File: config.mk
export PLATFORM = sky130hd
export DESIGN_NAME = spi_xfer_ctrl_flat
export DESIGN_NICKNAME = d
export VERILOG_FILES = /design/src/rtl/spi_xfer_ctrl_if.sv /design/src/rtl/spi_xfer_ctrl.sv /design/src/flat_wrapper.sv
export SDC_FILE = /design/constraint.sdc
export NUM_CORES = 1
export LEC_CHECK = 0
export BUFFER_PORTS_ARGS = -buffer_cell sky130_fd_sc_hd__buf_2
export CORE_MARGIN = 2
export CORE_UTILIZATION = 55
export CTS_CLUSTER_DIAMETER = 60
export CTS_CLUSTER_SIZE = 28
export DETAILED_ROUTE_END_ITERATION = 7
export PLACE_DENSITY_LB_ADDON = 0.2
export SLEW_MARGIN = 40
export SYNTH_ARGS = -nofsm -noshare
export SYNTH_HDL_FRONTEND = slang
export SYNTH_SLANG_ARGS = --single-unit
File: constraint.sdc
create_clock -name clk -period 3.95 [get_ports clk]
set_clock_uncertainty 0.2 [all_clocks]
set_input_delay 0.5925 -clock clk [delete_from_list [all_inputs] [get_ports clk]]
set_output_delay 0.5925 -clock clk [all_outputs]
set_load 0.01 [all_outputs]
File: src/rtl/spi_xfer_ctrl_if.sv
// rtl/spi_xfer_ctrl_if.sv - request/response bundle between command front end and SPI transfer controller
interface spi_xfer_ctrl_if #(
    parameter int SPI_MAXLEN = 16,
    parameter int LEN_W      = $clog2(SPI_MAXLEN) + 1
);
    logic                  req_valid;
    logic                  req_ready;
    logic [LEN_W-1:0]      req_len;
    logic [SPI_MAXLEN-1:0] req_data;
    logic                  rsp_valid;
    logic [SPI_MAXLEN-1:0] rsp_data;
    logic                  rsp_err;

    // Front end: issues requests, consumes responses
    modport master (
        output req_valid, req_len, req_data,
        input  req_ready, rsp_valid, rsp_data, rsp_err
    );

    // Transfer controller: accepts requests, produces responses
    modport slave (
        input  req_valid, req_len, req_data,
        output req_ready, rsp_valid, rsp_data, rsp_err
    );
endinterface

File: src/rtl/spi_xfer_ctrl.sv
// rtl/spi_xfer_ctrl.sv - SPI mode-0 master sequencing one transfer per request
module spi_xfer_ctrl #(
    parameter int SPI_MAXLEN = 16,
    parameter int DIV_W      = 16
) (
    input  logic             clk,
    input  logic             rst,
    input  logic [DIV_W-1:0] clk_div_i,
    spi_xfer_ctrl_if.slave   req_if,
    output logic             busy_o,
    output logic             spi_sclk_o,
    output logic             spi_cs_n_o,
    output logic             spi_mosi_o,
    input  logic             spi_miso_i
);
    localparam int LEN_W = $clog2(SPI_MAXLEN) + 1;

    typedef enum logic [2:0] {
        ST_IDLE,
        ST_SETUP,
        ST_HIGH,
        ST_LOW,
        ST_HOLD,
        ST_DONE
    } state_t;

    state_t                state_q, state_d;
    logic [DIV_W-1:0]      h_q, h_d;
    logic [DIV_W-1:0]      hcnt_q, hcnt_d;
    logic [LEN_W-1:0]      bits_q, bits_d;
    logic [SPI_MAXLEN-1:0] tx_q, tx_d;
    logic [SPI_MAXLEN-1:0] rx_q, rx_d;
    logic [SPI_MAXLEN-1:0] rsp_data_q, rsp_data_d;
    logic                  mosi_q, mosi_d;
    logic                  err_q, err_d;
    logic                  hold_half_q, hold_half_d;

    logic [DIV_W-1:0]      h_eff;
    logic                  len_ok;
    logic [LEN_W-1:0]      tx_shamt;
    logic [SPI_MAXLEN-1:0] tx_aligned;
    logic                  cs_active;

    // Request decode: effective half period, legality, and MSB-first alignment of TX data
    always_comb begin
        h_eff      = (clk_div_i == '0) ? DIV_W'(1) : clk_div_i;
        len_ok     = (req_if.req_len != '0) && (req_if.req_len <= LEN_W'(SPI_MAXLEN));
        tx_shamt   = LEN_W'(SPI_MAXLEN) - req_if.req_len;
        tx_aligned = req_if.req_data << tx_shamt;
    end

    // Next-state and datapath updates; every register holds unless its phase says otherwise
    always_comb begin
        state_d     = state_q;
        h_d         = h_q;
        hcnt_d      = hcnt_q;
        bits_d      = bits_q;
        tx_d        = tx_q;
        rx_d        = rx_q;
        rsp_data_d  = rsp_data_q;
        mosi_d      = mosi_q;
        err_d       = err_q;
        hold_half_d = hold_half_q;

        case (state_q)
            ST_IDLE: begin
                if (req_if.req_valid) begin
                    h_d  = h_eff;
                    rx_d = '0;
                    if (len_ok) begin
                        state_d = ST_SETUP;
                        hcnt_d  = h_eff - DIV_W'(1);
                        bits_d  = req_if.req_len;
                        tx_d    = tx_aligned;
                        mosi_d  = tx_aligned[SPI_MAXLEN-1];
                        err_d   = 1'b0;
                    end else begin
                        // Illegal length: answer next cycle without touching the bus
                        state_d    = ST_DONE;
                        err_d      = 1'b1;
                        rsp_data_d = '0;
                    end
                end
            end

            ST_SETUP, ST_LOW: begin
                if (hcnt_q == '0) begin
                    // Rising SCLK edge: sample MISO as the bus enters HIGH
                    state_d = ST_HIGH;
                    hcnt_d  = h_q - DIV_W'(1);
                    rx_d    = {rx_q[SPI_MAXLEN-2:0], spi_miso_i};
                end else begin
                    hcnt_d = hcnt_q - DIV_W'(1);
                end
            end

            ST_HIGH: begin
                if (hcnt_q == '0) begin
                    bits_d = bits_q - LEN_W'(1);
                    hcnt_d = h_q - DIV_W'(1);
                    if (bits_q == LEN_W'(1)) begin
                        state_d     = ST_HOLD;
                        hold_half_d = 1'b0;
                    end else begin
                        // Falling SCLK edge: present the next bit
                        state_d = ST_LOW;
                        tx_d    = tx_q << 1;
                        mosi_d  = tx_q[SPI_MAXLEN-2];
                    end
                end else begin
                    hcnt_d = hcnt_q - DIV_W'(1);
                end
            end

            ST_HOLD: begin
                // Two half periods: the final SCLK-low time plus chip-select hold
                if (hcnt_q == '0) begin
                    if (!hold_half_q) begin
                        hold_half_d = 1'b1;
                        hcnt_d      = h_q - DIV_W'(1);
                    end else begin
                        state_d    = ST_DONE;
                        rsp_data_d = rx_q;
                    end
                end else begin
                    hcnt_d = hcnt_q - DIV_W'(1);
                end
            end

            ST_DONE: begin
                state_d = ST_IDLE;
            end

            default: begin
                state_d = ST_IDLE;
            end
        endcase
    end

    // State and datapath registers; reset aborts any transfer at once
    always_ff @(posedge clk or negedge rst) begin
        if (!rst) begin
            state_q     <= ST_IDLE;
            h_q         <= DIV_W'(1);
            hcnt_q      <= '0;
            bits_q      <= '0;
            tx_q        <= '0;
            rx_q        <= '0;
            rsp_data_q  <= '0;
            mosi_q      <= 1'b0;
            err_q       <= 1'b0;
            hold_half_q <= 1'b0;
        end else begin
            state_q     <= state_d;
            h_q         <= h_d;
            hcnt_q      <= hcnt_d;
            bits_q      <= bits_d;
            tx_q        <= tx_d;
            rx_q        <= rx_d;
            rsp_data_q  <= rsp_data_d;
            mosi_q      <= mosi_d;
            err_q       <= err_d;
            hold_half_q <= hold_half_d;
        end
    end

    // Pin and handshake outputs decoded from the registered state
    always_comb begin
        cs_active        = (state_q == ST_SETUP) || (state_q == ST_HIGH) ||
                           (state_q == ST_LOW)   || (state_q == ST_HOLD);
        spi_cs_n_o       = !cs_active;
        spi_sclk_o       = (state_q == ST_HIGH);
        spi_mosi_o       = cs_active && mosi_q;
        busy_o           = (state_q != ST_IDLE);
        req_if.req_ready = (state_q == ST_IDLE) && rst;
        req_if.rsp_valid = (state_q == ST_DONE);
        req_if.rsp_err   = (state_q == ST_DONE) && err_q;
        req_if.rsp_data  = rsp_data_q;
    end
endmodule

File: src/flat_wrapper.sv
// flat-port wrapper written by rule: the top's interface ports become plain ports
module spi_xfer_ctrl_flat 
#(
    parameter int SPI_MAXLEN = 16,
    parameter int DIV_W      = 16
)
  (clk, rst, clk_div_i, busy_o, spi_sclk_o, spi_cs_n_o, spi_mosi_o, spi_miso_i, req_if_req_valid, req_if_req_len, req_if_req_data, req_if_req_ready, req_if_rsp_valid, req_if_rsp_data, req_if_rsp_err);
  spi_xfer_ctrl_if #(.SPI_MAXLEN(SPI_MAXLEN)) req_if_i ();
  input  logic clk;
  input  logic rst;
  input  logic [DIV_W-1:0] clk_div_i;
  output logic busy_o;
  output logic spi_sclk_o;
  output logic spi_cs_n_o;
  output logic spi_mosi_o;
  input  logic spi_miso_i;
  input wire logic [$bits(req_if_i.req_valid)-1:0] req_if_req_valid;
  input wire logic [$bits(req_if_i.req_len)-1:0] req_if_req_len;
  input wire logic [$bits(req_if_i.req_data)-1:0] req_if_req_data;
  output wire logic [$bits(req_if_i.req_ready)-1:0] req_if_req_ready;
  output wire logic [$bits(req_if_i.rsp_valid)-1:0] req_if_rsp_valid;
  output wire logic [$bits(req_if_i.rsp_data)-1:0] req_if_rsp_data;
  output wire logic [$bits(req_if_i.rsp_err)-1:0] req_if_rsp_err;
  assign req_if_i.req_valid = req_if_req_valid;
  assign req_if_i.req_len = req_if_req_len;
  assign req_if_i.req_data = req_if_req_data;
  assign req_if_req_ready = req_if_i.req_ready;
  assign req_if_rsp_valid = req_if_i.rsp_valid;
  assign req_if_rsp_data = req_if_i.rsp_data;
  assign req_if_rsp_err = req_if_i.rsp_err;
  spi_xfer_ctrl #(.SPI_MAXLEN(SPI_MAXLEN), .DIV_W(DIV_W)) u_core (.clk(clk), .rst(rst), .clk_div_i(clk_div_i), .req_if(req_if_i), .busy_o(busy_o), .spi_sclk_o(spi_sclk_o), .spi_cs_n_o(spi_cs_n_o), .spi_mosi_o(spi_mosi_o), .spi_miso_i(spi_miso_i));
endmodule
==> impl_metrics.prom, run 1 <==
# TYPE chip_impl_metric gauge
chip_impl_info{name="type_of_origin_of_the_critical_path",value="flop"} 1
chip_impl_metric{name="tritoncts.num_buffers",unit=""} 9
chip_impl_info{name="cp-end-kind",value="flop"} 1
chip_impl_metric{name="timing.critical_path.fanout_max",unit=""} 21
chip_impl_metric{name="synthAdderAreaFrac",unit="%"} 0.938
chip_impl_metric{name="dp_hpwl",unit="um"} 8900
chip_impl_metric{name="htree_num_levels",unit=""} 3
chip_impl_metric{name="drt_first_pass_iters",unit=""} 5
chip_impl_metric{name="io_pins",unit=""} 64
chip_impl_metric{name="gp_routability_congestion",unit=""} 0.956
chip_impl_metric{name="ys_ff_latch",unit=""} 90
chip_impl_metric{name="pin_count_of_the_biggest_net_entering_global_routing",unit=""} 62
chip_impl_metric{name="grt-ovfl-total",unit=""} 0
chip_impl_metric{name="synth_fp_nets",unit=""} 639
chip_impl_info{name="status",value="finished clean"} 1
chip_impl_metric{name="synth_enable_flop_cells",unit=""} 0
chip_impl_metric{name="netlist_instances",unit=""} 594
chip_impl_metric{name="first_pass_grt_wire_length",unit="um"} 20700
chip_impl_info{name="timing.hold.worst.class",value="flop to flop"} 1
chip_impl_metric{name="clock_latency",unit="ns"} 0.37
chip_impl_metric{name="layout-drive-gt1-share",unit="%"} 21.9
chip_impl_metric{name="slew_headroom",unit="%"} 50.5
chip_impl_metric{name="first_global_vias",unit=""} 4184
chip_impl_metric{name="total_leakage_power",unit="nW"} 2.69
chip_impl_metric{name="finalMaxSlewViolations",unit=""} 0
chip_impl_metric{name="yosysSeqAreaShare",unit="%"} 42.2
chip_impl_metric{name="ys_async_sr_fraction",unit="%"} 100
chip_impl_info{name="grt_setup_unrepaired",value="false"} 1
chip_impl_metric{name="worst-endpoint-arrival",unit="ns"} 3.41
chip_impl_metric{name="pre_cts_ws",unit="ns"} 0.627
chip_impl_metric{name="synth_simple_gate_area_share",unit="%"} 21.0
chip_impl_metric{name="timing.final.ws_setup",unit="ns"} 0.635
chip_impl_metric{name="post-cts-setup-buffer-count",unit=""} 0
chip_impl_metric{name="fillerInstances",unit=""} 834
chip_impl_metric{name="die_extent_in_y",unit="um"} 103
chip_impl_metric{name="final_antenna_net_count",unit=""} 0
chip_impl_metric{name="synthDistinctLibCells",unit=""} 71
chip_impl_metric{name="vias_per_cell",unit=""} 5.94
chip_impl_info{name="synth_top_family_by_area",value="simple AND/OR/NAND/NOR gates"} 1
chip_impl_metric{name="cts.reportedPaths.clkPinSlew",unit="ns"} 0.10
chip_impl_metric{name="post-route-min-period",unit="ns"} 3.31
chip_impl_metric{name="setup-violations-final",unit=""} 0
chip_impl_metric{name="insertedDiodeCount",unit=""} 0
chip_impl_metric{name="syn_avg_cell_area",unit="um^2"} 8.98
chip_impl_info{name="clock_tree_from_tritoncts",value="done"} 1
chip_impl_info{name="synth.most_common_cell",value="sky130_fd_sc_hd__nand2_1"} 1
chip_impl_metric{name="detail_route.wl_per_cell",unit="um"} 16.1
chip_impl_info{name="synth_largest_area_cell",value="sky130_fd_sc_hd__dfrtp_1"} 1
chip_impl_metric{name="setup_tns",unit="ns"} 0
chip_impl_metric{name="period_share",unit="%"} 83.9
chip_impl_metric{name="post_synth_mux_area_share",unit="%"} 10.3
chip_impl_metric{name="area_growth_syn_to_layout",unit="%"} 11.1
chip_impl_metric{name="ir_drop",unit="V"} 0.000219
chip_impl_metric{name="start_util",unit="%"} 57.2
chip_impl_metric{name="synth_area",unit="um^2"} 5340
chip_impl_metric{name="synthXorXnorAreaFrac",unit="%"} 1.64
chip_impl_metric{name="design.die.area",unit="um^2"} 10500
chip_impl_metric{name="synthDominantCellAreaShare",unit="%"} 41.7
chip_impl_metric{name="grt_use_total",unit="%"} 25.2
chip_impl_info{name="synth_area_leaders",value="sky130_fd_sc_hd__dfrtp_1 42%, sky130_fd_sc_hd__nand2_1 7.1%, sky130_fd_sc_hd__mux4_2 5.1%"} 1
chip_impl_metric{name="maxCapViolCount",unit=""} 0
chip_impl_metric{name="io_buffer_count",unit=""} 63
chip_impl_metric{name="horizontal_die_dimension",unit="um"} 103
chip_impl_metric{name="compound_cell_area_share_of_the_yosys_netlist",unit="%"} 19.2
chip_impl_metric{name="achievable-frequency",unit="MHz"} 302
chip_impl_info{name="root_buffer",value="sky130_fd_sc_hd__clkbuf_8"} 1
chip_impl_metric{name="rows",unit=""} 35
chip_impl_metric{name="worst_ep_required_time",unit="ns"} 4.05
chip_impl_metric{name="timing_worst_slew_pin_value",unit="ns"} 0.737
chip_impl_metric{name="cellPowerDensity",unit="nW/um^2"} 326
chip_impl_metric{name="placeableCoreArea",unit="um^2"} 9330
chip_impl_info{name="critical_path_class",value="flop to flop"} 1
chip_impl_metric{name="detailroute.via_count",unit=""} 4607
chip_impl_metric{name="cts_buffer_depth",unit=""} 2
chip_impl_metric{name="finalNetCount",unit=""} 687
chip_impl_info{name="synthTopCellsByCount",value="101 x sky130_fd_sc_hd__nand2_1, 89 x sky130_fd_sc_hd__dfrtp_1, 60 x sky130_fd_sc_hd__nor2_1"} 1
chip_impl_metric{name="grt_antenna_before_repair",unit=""} 0
chip_impl_metric{name="hold_violations",unit=""} 0
chip_impl_metric{name="ys_warn_count",unit=""} 0
chip_impl_metric{name="power",unit="mW"} 1.93
chip_impl_metric{name="dr_drc_count",unit=""} 0
chip_impl_metric{name="drc_marker_count_from_the_first_detailed_route_iteration",unit=""} 399
chip_impl_metric{name="detail_route.wirelength",unit="um"} 12500
chip_impl_metric{name="number_of_clock_sinks",unit=""} 90
chip_impl_info{name="synth-main-ff-cell",value="sky130_fd_sc_hd__dfrtp_1"} 1
layout by cell type (no fill, tap or decap), types with 4 or more instances in the layout:
cell,Yosys,routed
sky130_fd_sc_hd__nand2_1,101,101
sky130_fd_sc_hd__dfrtp_1,89,89
sky130_fd_sc_hd__buf_2,8,62
sky130_fd_sc_hd__nor2_1,60,60
sky130_fd_sc_hd__a21oi_1,51,50
sky130_fd_sc_hd__o21ai_0,39,39
sky130_fd_sc_hd__nand3_1,24,24
sky130_fd_sc_hd__mux2_2,16,16
sky130_fd_sc_hd__a31oi_1,13,13
sky130_fd_sc_hd__buf_4,2,13
sky130_fd_sc_hd__inv_1,12,12
sky130_fd_sc_hd__mux4_2,12,12
sky130_fd_sc_hd__nor3_1,12,11
sky130_fd_sc_hd__mux2i_1,10,10
sky130_fd_sc_hd__clkbuf_8,0,9
sky130_fd_sc_hd__xnor2_1,7,7
sky130_fd_sc_hd__nor4_1,6,6
sky130_fd_sc_hd__and3_1,5,5
sky130_fd_sc_hd__and2_1,5,5
sky130_fd_sc_hd__nand4_1,5,5
sky130_fd_sc_hd__o31ai_1,4,4
sky130_fd_sc_hd__a221oi_1,4,4
sky130_fd_sc_hd__a22oi_1,4,4
sky130_fd_sc_hd__ha_1,4,4
sky130_fd_sc_hd__inv_6,0,4
registers in the layout (all words and copies together) (netlist names):
register / flops
u_core.tx_q: 15
u_core.bits_q: 5
u_core.mosi_q: 1
u_core.h_q: 16
u_core.req_if.rsp_data: 16
u_core.state_q: 3
u_core.rx_q: 16
u_core.hold_half_q: 1
u_core.hcnt_q: 16
u_core.err_q: 1
metrics by stage:
step                      util, %  instance area (um^2)  instances  hold slack [ns]
after floorplan                 -                  5340        594           0.0969
after global placement       61.3                  5720        759            0.245
after detailed placement     61.4                  5720        759            0.251
after CTS                    63.4                  5920        776            0.262
after global routing         63.6                  5930        776            0.276
final                        63.6                  5930        776            0.263
where the power goes:
part           switching [mW]  internal, mW  leakage [nW]
Sequential             0.0344         0.954          1.18
Combinational           0.200         0.142          1.42
Clock                   0.362         0.240        0.0912
Total                   0.597          1.34          2.69
per-layer routing:
layer	routed length [um]	track usage, %
met1	5840	37.7
met2	5350	36.7
met3	1040	5.42
met4	251	7.90
met5	0	0
critical path, stage by stage (launching register included):
cell and delay (ns):
sky130_fd_sc_hd__dfrtp_1 0.54, sky130_fd_sc_hd__o21a_4 0.30, sky130_fd_sc_hd__nor2_4 0.41, sky130_fd_sc_hd__inv_1 0.15, sky130_fd_sc_hd__mux2i_1 0.19, sky130_fd_sc_hd__inv_1 0.16, sky130_fd_sc_hd__ha_1 0.21, sky130_fd_sc_hd__o311a_1 0.39
sky130_fd_sc_hd__nand3_1 0.19, sky130_fd_sc_hd__or3_1 0.34, sky130_fd_sc_hd__a31oi_1 0.16
area by class of cell:
cell class	count	area, um^2	area share [%]
Multi-Input combinational cell	452	2860	48.2
Sequential cell	90	2250	38.0
Timing Repair Buffer	77	429	7.24
Tap cell	129	161	2.72
Clock buffer	9	124	2.09
Clock inverter	7	60.1	1.01
Inverter	12	45.0	0.760
logic make-up (layout without fill, tap and decap cells):
group | after synthesis | after routing
buffers and inverters | 52 | 105
and+or+nand+nor | 242 | 242
DFF | 90 | 90
muxes | 38 | 38
xor gates and xnor gates | 10 | 10
adders and majority gates | 4 | 4
AOI/OAI and AO/OA | 158 | 158
timing repair:
action	4_1_cts	5_1_grt
hold buffers	1	0
setup endpoints to repair	0	0
hold endpoints to repair	28	0
resized for setup	0	0
path summary, 6_finish.rpt:
kind | start | end | slack, ns | cells after the start
max | u_core.state_q[0]$_DFFE_PN0P_ | u_core.hcnt_q[14]$_DFFE_PN0P_ | 0.64 | 10
min | u_core.req_if.rsp_data[14]$_DFFE_PN0P_ | u_core.req_if.rsp_data[14]$_DFFE_PN0P_ | 0.26 | 2
max reg2reg | u_core.state_q[0]$_DFFE_PN0P_ | u_core.hcnt_q[14]$_DFFE_PN0P_ | 0.64 | 10
min reg2reg | u_core.req_if.rsp_data[14]$_DFFE_PN0P_ | u_core.req_if.rsp_data[14]$_DFFE_PN0P_ | 0.26 | 2
max in group asynchronous | rst | u_core.state_q[1]$_DFFE_PN0P_ | 2.19 | 3
min in group asynchronous | rst | u_core.h_q[12]$_DFFE_PN0P_ | 0.48 | 2
Power figures use the tool's default switching activity.
==> run 2, diff against run 1 <==
clock period = 3.23 ns   (was 3.95 ns; I/O delays follow)
==> impl_metrics.prom, run 2 (same netlist as run 1, synthesis figures left out) <==
# TYPE chip_impl_metric gauge
chip_impl_info{name="status",value="finished clean"} 1
chip_impl_info{name="grt_setup_unrepaired",value="false"} 1
chip_impl_metric{name="timing.final.ws_setup",unit="ns"} 0.169
chip_impl_info{name="layout.cells.most_common",value="sky130_fd_sc_hd__nand2_1"} 1
chip_impl_info{name="cp_top_family",value="simple AND/OR/NAND/NOR gates"} 1
chip_impl_metric{name="tritoncts.num_buffers",unit=""} 9
chip_impl_metric{name="insertedDiodeCount",unit=""} 0
chip_impl_metric{name="total_leakage_power",unit="nW"} 2.73
chip_impl_metric{name="first_pass_grt_wire_length",unit="um"} 21500
chip_impl_metric{name="grt_antenna_before_repair",unit=""} 0
chip_impl_metric{name="detailroute.via_count",unit=""} 4743
chip_impl_info{name="cp-end-kind",value="flop"} 1
chip_impl_metric{name="utilization",unit="%"} 64.1
chip_impl_metric{name="timing.critical_path.fanout_max",unit=""} 11
chip_impl_info{name="crit_path_frequent_cell",value="sky130_fd_sc_hd__inv_1"} 1
chip_impl_metric{name="clock_latency",unit="ns"} 0.36
chip_impl_metric{name="design.die.area",unit="um^2"} 10500
chip_impl_metric{name="detail_route.wirelength",unit="um"} 12900
chip_impl_metric{name="area_growth_syn_to_layout",unit="%"} 12.0
chip_impl_metric{name="die_extent_in_y",unit="um"} 103
chip_impl_metric{name="dpl_cell_area",unit="um^2"} 5780
chip_impl_metric{name="drc_marker_count_from_the_first_detailed_route_iteration",unit=""} 315
chip_impl_metric{name="ir_drop",unit="V"} 0.000225
chip_impl_info{name="type_of_origin_of_the_critical_path",value="flop"} 1
chip_impl_metric{name="slowest_delay",unit="ns"} 0.46
chip_impl_metric{name="slew_headroom",unit="%"} 52.6
chip_impl_info{name="startpoint_of_the_most_critical_register_to_register_path",value="u_core.state_q[2]$_DFFE_PN0P_"} 1
chip_impl_metric{name="final_antenna_net_count",unit=""} 0
chip_impl_info{name="final_cell_mix",value="101 x sky130_fd_sc_hd__nand2_1, 89 x sky130_fd_sc_hd__dfrtp_1, 62 x sky130_fd_sc_hd__buf_2"} 1
chip_impl_metric{name="worst-endpoint-arrival",unit="ns"} 3.14
chip_impl_info{name="worstSetupStartpoint",value="u_core.state_q[2]$_DFFE_PN0P_"} 1
chip_impl_metric{name="fillerInstances",unit=""} 797
chip_impl_metric{name="hold_violations",unit=""} 0
chip_impl_info{name="root_buffer",value="sky130_fd_sc_hd__clkbuf_8"} 1
chip_impl_info{name="critical-path-slowest-cell",value="sky130_fd_sc_hd__dfrtp_1"} 1
chip_impl_metric{name="io_buffer_count",unit=""} 63
chip_impl_metric{name="rows",unit=""} 35
chip_impl_metric{name="first_global_vias",unit=""} 4355
chip_impl_metric{name="achievable-frequency",unit="MHz"} 327
chip_impl_info{name="critical_path.cell_chain",value="nor3_4 -> nor2_4 -> inv_1 -> mux2i_1 -> inv_1 -> ha_1 -> o311a_1 -> nand3_1 -> or3_1 -> a31oi_1"} 1
chip_impl_metric{name="worst_ep_required_time",unit="ns"} 3.31
chip_impl_metric{name="cts.reportedPaths.clkPinSlew",unit="ns"} 0.10
chip_impl_metric{name="grt-ovfl-total",unit=""} 0
chip_impl_metric{name="cp.buffers_inverters",unit=""} 2
chip_impl_metric{name="placeableCoreArea",unit="um^2"} 9330
chip_impl_metric{name="detail_route.wl_per_cell",unit="um"} 16.5
chip_impl_metric{name="cts_buffer_depth",unit=""} 2
chip_impl_metric{name="placed_instances",unit=""} 768
chip_impl_metric{name="pre_cts_ws",unit="ns"} 0.173
chip_impl_metric{name="maxCapViolCount",unit=""} 0
chip_impl_metric{name="final_area",unit="um^2"} 5980
chip_impl_info{name="clock_tree_from_tritoncts",value="done"} 1
chip_impl_metric{name="horizontal_die_dimension",unit="um"} 103
chip_impl_info{name="critical_path_class",value="flop to flop"} 1
chip_impl_metric{name="finalNetCount",unit=""} 695
chip_impl_metric{name="setup-violations-final",unit=""} 0
chip_impl_metric{name="vias_per_cell",unit=""} 6.05
chip_impl_metric{name="dr_drc_count",unit=""} 0
chip_impl_metric{name="htree_num_levels",unit=""} 3
chip_impl_metric{name="layout-drive-gt1-share",unit="%"} 23.1
chip_impl_metric{name="period_share",unit="%"} 94.8
chip_impl_metric{name="drt_first_pass_iters",unit=""} 7
chip_impl_metric{name="finalMaxSlewViolations",unit=""} 0
chip_impl_metric{name="dp_hpwl",unit="um"} 9330
chip_impl_metric{name="io_pins",unit=""} 64
chip_impl_metric{name="post-cts-setup-buffer-count",unit=""} 0
chip_impl_metric{name="timing_worst_slew_pin_value",unit="ns"} 0.706
chip_impl_metric{name="cellPowerDensity",unit="nW/um^2"} 399
chip_impl_info{name="timing.hold.worst.class",value="primary input to async pin"} 1
chip_impl_metric{name="number_of_clock_sinks",unit=""} 90
chip_impl_metric{name="post-route-min-period",unit="ns"} 3.06
chip_impl_metric{name="grt_use_total",unit="%"} 26.0
chip_impl_metric{name="fin_cells",unit=""} 784
chip_impl_metric{name="pin_count_of_the_biggest_net_entering_global_routing",unit=""} 54
chip_impl_metric{name="gp_routability_congestion",unit=""} 0.942
chip_impl_metric{name="setup_tns",unit="ns"} 0
chip_impl_metric{name="start_util",unit="%"} 57.2
## run 2: power breakdown
group / internal (mW) / switching (mW)
clock network: 0.302 / 0.452
logic: 0.175 / 0.247
registers: 1.17 / 0.0433
## run 2: what timing repair did
item	CTS	global route
setup endpoints to repair	0	19
endpoints found under the hold margin	0	0
hold buffers	0	0
resized for setup	0	2
## run 2: worst reg2reg max path: cells and delay by family (launching register included)
kind / cells / cell delay, ns
AOI/OAI and AO/OA: 2 / 0.59
adders and majority gates: 1 / 0.22
buffers and inverters: 2 / 0.28
DFF: 1 / 0.46
muxes: 1 / 0.12
and+or+nand+nor: 4 / 1.12
## run 2: worst paths after layout
check	end	slack, ns	depth (start not counted)
setup / recovery	u_core.hcnt_q[14]$_DFFE_PN0P_	0.17	10
hold / removal	u_core.h_q[10]$_DFFE_PN0P_	0.004	2
setup reg to reg	u_core.hcnt_q[14]$_DFFE_PN0P_	0.17	10
hold reg to reg	u_core.req_if.rsp_data[10]$_DFFE_PN0P_	0.27	2
max in group asynchronous	u_core.hold_half_q$_DFFE_PN0P_	2.34	2
min in group clk	u_core.rx_q[0]$_DFFE_PN0P_	0.17	3
## run 2: per-layer routing
metal / vias up / GRT usage [%] / part of all wire [%]
li1: 2249 / - / -
met1: 2285 / 38.9 / 47
met2: 194 / 39.0 / 45
met3: 15 / 5.08 / 7.1
met4: 0 / 6.77 / 0.97
met5: - / 0 / 0
## run 2: cell type report
type                            instances  area [um^2]  area share [%]
Multi-Input combinational cell        452         2840            47.6
Sequential cell                        90         2250            37.7
Timing Repair Buffer                   85          483            8.08
Clock inverter                          7         65.1            1.09
Clock buffer                            9          124            2.07
Inverter                               12         45.0           0.754
Tap cell                              129          161            2.70
## run 2: per-stage QoR
step	hold slack (ns)	total power, mW
floorplan	-0.0111	1.49
global placement	0.245	1.64
detailed placement	0.252	1.65
CTS	0.00209	2.39
global route	0.0257	2.49
finish	0.00447	2.39
